`config.mk`:
```
export PLATFORM = sky130hd
export DESIGN_NAME = ram_bist_ctrl
export DESIGN_NICKNAME = d
export VERILOG_FILES = /design/src/rtl/ram_bist_ctrl.sv
export SDC_FILE = /design/constraint.sdc
export NUM_CORES = 1
export LEC_CHECK = 0
export ABC_AREA = 1
export BUFFER_PORTS_ARGS = -buffer_cell sky130_fd_sc_hd__buf_2
export CAP_MARGIN = 5
export CORE_ASPECT_RATIO = 0.8
export CORE_MARGIN = 3
export CORE_UTILIZATION = 43
export DETAILED_ROUTE_END_ITERATION = 10
export PLACE_DENSITY = 0.68
export SKIP_CTS_REPAIR_TIMING = 1
export SLEW_MARGIN = 15
export SYNTH_ARGS = -nofsm -noshare
export SYNTH_HDL_FRONTEND = slang
export SYNTH_SLANG_ARGS = --single-unit
```
`constraint.sdc`:
```
create_clock -name clk -period 2.1 [get_ports clk]
set_input_delay 0.63 -clock clk [delete_from_list [all_inputs] [get_ports clk]]
set_output_delay 0.63 -clock clk [all_outputs]
set_load 0.01 [all_outputs]
```
`src/rtl/ram_bist_ctrl.sv`:
```
// March-style RAM self-test sequencer: writes seed^address to all 64 words, reads them back
// through a one-stage compare pipeline and reports the first mismatching address and data.
module ram_bist_ctrl (
    input  logic       clk,
    input  logic       rst,
    input  logic       start,
    input  logic [7:0] pattern,
    output logic       we,
    output logic [7:0] data,
    output logic [5:0] write_addr,
    output logic [5:0] read_addr,
    input  logic [7:0] q,
    output logic       busy,
    output logic       done,
    output logic       pass,
    output logic [5:0] fail_addr,
    output logic [7:0] fail_data
);

    typedef enum logic [2:0] {
        ST_IDLE  = 3'd0,
        ST_WRITE = 3'd1,
        ST_READ  = 3'd2,
        ST_DRAIN = 3'd3,
        ST_DONE  = 3'd4
    } state_t;

    localparam logic [5:0] LAST_ADDR = 6'd63;

    // Value every word should hold for a given seed.
    function automatic logic [7:0] expected_byte(input logic [7:0] seed, input logic [5:0] addr);
        return seed ^ {2'b00, addr};
    endfunction

    state_t     state_q, state_d;
    logic [7:0] seed_q, seed_d;
    logic       we_q, we_d;
    logic [7:0] data_q, data_d;
    logic [5:0] write_addr_q, write_addr_d;
    logic [5:0] read_addr_q, read_addr_d;
    logic       busy_q, busy_d;
    logic       done_q, done_d;
    logic       pass_q, pass_d;
    logic [5:0] fail_addr_q, fail_addr_d;
    logic [7:0] fail_data_q, fail_data_d;
    logic       cmp_valid_q, cmp_valid_d;
    logic [5:0] cmp_addr_q, cmp_addr_d;
    logic       mismatch_s;
    logic       accept_s;

    // Sequencer next state: address counters step inside their phase and wrap only on exit.
    always_comb begin
        state_d      = state_q;
        seed_d       = seed_q;
        write_addr_d = write_addr_q;
        read_addr_d  = read_addr_q;
        accept_s     = 1'b0;
        case (state_q)
            ST_IDLE: begin
                if (start) begin
                    accept_s     = 1'b1;
                    state_d      = ST_WRITE;
                    seed_d       = pattern;
                    write_addr_d = 6'd0;
                    read_addr_d  = 6'd0;
                end else begin
                    state_d = ST_IDLE;
                end
            end
            ST_WRITE: begin
                if (write_addr_q == LAST_ADDR) begin
                    state_d      = ST_READ;
                    write_addr_d = 6'd0;
                end else begin
                    write_addr_d = write_addr_q + 6'd1;
                end
            end
            ST_READ: begin
                if (read_addr_q == LAST_ADDR) begin
                    state_d     = ST_DRAIN;
                    read_addr_d = 6'd0;
                end else begin
                    read_addr_d = read_addr_q + 6'd1;
                end
            end
            ST_DRAIN: state_d = ST_DONE;
            ST_DONE:  state_d = ST_IDLE;
            default:  state_d = ST_IDLE;
        endcase
    end

    // Compare pipeline: q returns one cycle after its address, so the address is delayed to match.
    always_comb begin
        cmp_valid_d = (state_q == ST_READ);
        cmp_addr_d  = read_addr_q;
        mismatch_s  = cmp_valid_q && (q != expected_byte(seed_q, cmp_addr_q));
    end

    // Result capture: a new start re-arms, and only the first mismatch of a run is kept.
    always_comb begin
        pass_d      = pass_q;
        fail_addr_d = fail_addr_q;
        fail_data_d = fail_data_q;
        if (accept_s) begin
            pass_d      = 1'b1;
            fail_addr_d = 6'd0;
            fail_data_d = 8'd0;
        end else if (mismatch_s && pass_q) begin
            pass_d      = 1'b0;
            fail_addr_d = cmp_addr_q;
            fail_data_d = q;
        end else begin
            pass_d = pass_q;
        end
    end

    // Output decode from the next state so every port comes straight from a flop.
    always_comb begin
        we_d   = (state_d == ST_WRITE);
        busy_d = (state_d != ST_IDLE);
        done_d = (state_d == ST_DONE);
        if (we_d) begin
            data_d = expected_byte(seed_d, write_addr_d);
        end else begin
            data_d = 8'd0;
        end
    end

    // State register with asynchronous reset that abandons any run in progress.
    always_ff @(posedge clk or posedge rst) begin
        if (rst) begin
            state_q      <= ST_IDLE;
            seed_q       <= 8'd0;
            we_q         <= 1'b0;
            data_q       <= 8'd0;
            write_addr_q <= 6'd0;
            read_addr_q  <= 6'd0;
            busy_q       <= 1'b0;
            done_q       <= 1'b0;
            pass_q       <= 1'b0;
            fail_addr_q  <= 6'd0;
            fail_data_q  <= 8'd0;
            cmp_valid_q  <= 1'b0;
            cmp_addr_q   <= 6'd0;
        end else begin
            state_q      <= state_d;
            seed_q       <= seed_d;
            we_q         <= we_d;
            data_q       <= data_d;
            write_addr_q <= write_addr_d;
            read_addr_q  <= read_addr_d;
            busy_q       <= busy_d;
            done_q       <= done_d;
            pass_q       <= pass_d;
            fail_addr_q  <= fail_addr_d;
            fail_data_q  <= fail_data_d;
            cmp_valid_q  <= cmp_valid_d;
            cmp_addr_q   <= cmp_addr_d;
        end
    end

    assign we         = we_q;
    assign data       = data_q;
    assign write_addr = write_addr_q;
    assign read_addr  = read_addr_q;
    assign busy       = busy_q;
    assign done       = done_q;
    assign pass       = pass_q;
    assign fail_addr  = fail_addr_q;
    assign fail_data  = fail_data_q;

endmodule

```
==> run_results.csv <==
group,metric,value,unit
outcome,status,"finished, final reports clean",
sta,setup_slack,387,ps
sta,period_share,0.816,
finish,final_cell_mix,"nand2_1 (87), dfrtp_1 (56), buf_2 (56), inv_1 (37), nand3_1 (31)",
yosys,syn-cell-area,2640,µm²
cts,clock-sinks,56,
yosys,synth_cell_type_count,33,
global_routing,grt_max_degree,57,
pwr,swShare,0.379,
sta,finalSetupViolCount,0,
sta,whs,356,ps
pwr,leakagePower,1.70,nW
drt,via_per_inst,4.90,
sta,tns,0,ps
finish,num_antenna_cells,0,
flow_run,drv_cap,0,
worst_hold_path,hold_path_class,"in -> async",
cts,cts_tree,"built",
global_routing,antenna_found_initial,0,
yosys,syn_inst,311,
global_routing,gr-total-overflow,0,
finish,layout.cells.non_filler,450,
die,die_w,93.5,µm
place,pre_cts_slack,163,ps
finish,nets,392,
global_routing,grt_pass1_wl,9930,µm
die,rows,24,
worst_setup_path,critPathLaunchType,"register",
sta,slew_violations,0,
drt,dr.first_iter.drc_count,111,
sta,max_slew_margin,0.689,
sta,skew,9.54,ps
drt,via_count,2205,
die,initial_core_util,0.465,
die,num_io_pins,57,
pwr,p_sw,1.27,mW
yosys,ys_warn_count,0,
worst_setup_path,cp-end-kind,"register",
die,die_h,76.0,µm
cts,cts_max_level,2,
yosys,syn_avg_cell_area,8.48,µm²
place,dp_cells,442,
die,core_area,5680,µm²
cts,root_buffer,"clkbuf_8",
cts,clock_path_buffers,2,
worst_setup_path,critPathArrivalTime,1900,ps
worst_setup_path,required,2290,ps
cts,clock_latency,310,ps
yosys,synth-seq-cells,56,
yosys,synth_fp_nets,332,
pwr,power.internal,2.08,mW
place,numPortBuffers,56,
sta,fmax,0.584,GHz
drt,routed_wl,5650,µm
die,dieArea,7110,µm²
finish,area_delta_synth_final,18.0,%
place,place_hpwl,4270,µm
global_routing,grtUsageTotal,0.173,
pwr,ir_drop,0.371,mV
pwr,clkPwrFrac,0.178,
yosys,ys_seq_area_frac,0.532,
sta,fin_crit,1710,ps
pwr,seqPwrFrac,0.441,
drt,first_pass_iters,4,
place,gp_routability_congestion,0.816,
finish,layout_commonest_cell,"nand2_1",
worst_setup_path,critPathKind,"reg -> reg",
drt,wl_per_cell,12.5,µm
pwr,p_per_area,1080,nW/µm²
drt,drc,0,
worst_setup_path,crit_fanout,9,
worst_setup_path,rr_worst_depth,7,
sta,tightest_slew,465,ps
cts,cts-buffers-inserted,5,
finish,drive_gt1_frac,0.228,
sta,rsz0062_at_grt,"false",
drt,ant_nets,0,
global_routing,first_global_vias,2142,
pwr,combinationalPowerShare,0.381,
sta,hold_viol,0,
cts,clkTransAtPathRegs,100,ps
## state kept, by name, indices dropped and copies added (netlist names)
register     flops
pass             1
read_addr        6
state_q          3
done             1
fail_addr        6
data             8
busy             1
we               1
cmp_addr_q       6
seed_q           8
write_addr       6
fail_data        8
cmp_valid_q      1
## path summary, 6_finish.rpt
path                                    start             to  slack [ps]
worst max register to register  write_addr[1]           busy         390
worst min register to register   read_addr[5]  cmp_addr_q[5]         430
worst min-delay path                      rst  write_addr[4]         360
max in group asynchronous                 rst      seed_q[6]        1500
worst max-delay path            write_addr[1]           busy         390
min in group clk                 read_addr[5]  cmp_addr_q[5]         430
## kinds of logic after synthesis
group	Yosys count	share of synthesized area
simple gates	168	0.297
flops	56	0.532
buf+inv	51	0.0778
compound gates	25	0.0546
xor+xnor	9	0.0299
fa+ha+maj	2	0.00949
## per-layer routing
layer,global-route usage,up-vias,share of wire
li1,-,1118,-
met1,0.248,1027,0.46
met2,0.265,58,0.46
met3,0.0415,2,0.072
met4,0.0418,0,0.0021
met5,0,-,0
## stage by stage
stage,area (µm²),total power [mW],utilization
floorplan,2640,2.40,-
global placement,3020,2.76,0.532
detailed placement,3020,2.79,0.532
CTS,3110,3.39,0.548
global route,3110,3.66,0.548
finish,3110,3.35,0.548
## critical path: stages, from the launching register on
cell and delay, ps:
dfrtp_1 430, ha_1 260, nand4_2 160, nor2_4 130
nor2_4 70, nor2_8 180, nand2_4 60, or3_1 310
## power by group through the flow
stage	Combinational [mW]	Clock (mW)	Sequential [mW]
2_1_floorplan	0.842	0	1.56
3_3_place_gp	1.27	0	1.49
3_5_place_dp	1.29	0	1.50
4_1_cts	1.29	0.624	1.47
5_1_grt	1.47	0.680	1.51
6_report	1.27	0.597	1.47
## cell usage after synthesis
cell type | instances | share of area
o21bai_1 | 1 | 0.0028
nand3_2 | 1 | 0.0038
or2_2 | 3 | 0.0071
o22ai_1 | 3 | 0.0071
nand4_1 | 16 | 0.038
nand4_2 | 1 | 0.0047
o211ai_1 | 2 | 0.0057
o21ai_2 | 1 | 0.0033
xor2_1 | 6 | 0.020
inv_2 | 6 | 0.0085
dfrtp_1 | 56 | 0.53
or3_1 | 1 | 0.0024
buf_6 | 1 | 0.0043
o21ai_0 | 8 | 0.015
o21ai_1 | 8 | 0.015
ha_1 | 2 | 0.0095
nand2_4 | 1 | 0.0043
buf_4 | 1 | 0.0028
inv_1 | 38 | 0.054
clkbuf_1 | 1 | 0.0014
buf_2 | 2 | 0.0038
nor2_2 | 1 | 0.0024
nand3_1 | 31 | 0.059
buf_1 | 2 | 0.0028
nand2_1 | 87 | 0.12
nor2_1 | 20 | 0.028
a22o_1 | 1 | 0.0033
nand3b_1 | 1 | 0.0028
nor2_4 | 2 | 0.0085
a21oi_1 | 1 | 0.0019
nor3_1 | 2 | 0.0038
xnor2_1 | 3 | 0.010
nor2_8 | 1 | 0.0076
## area by class of cell
| cell class | instances | area (µm²) |
|---|---|---|
| fillers | 539 | 2560 |
| clock inverters | 1 | 7.51 |
| multi-input cells | 204 | 1030 |
| inverters | 44 | 165 |
| repair buffers | 60 | 323 |
| well taps | 78 | 97.6 |
| flip-flops and latches | 56 | 1400 |
| clock buffers | 7 | 86.3 |
(Power assumes the default switching activity.)
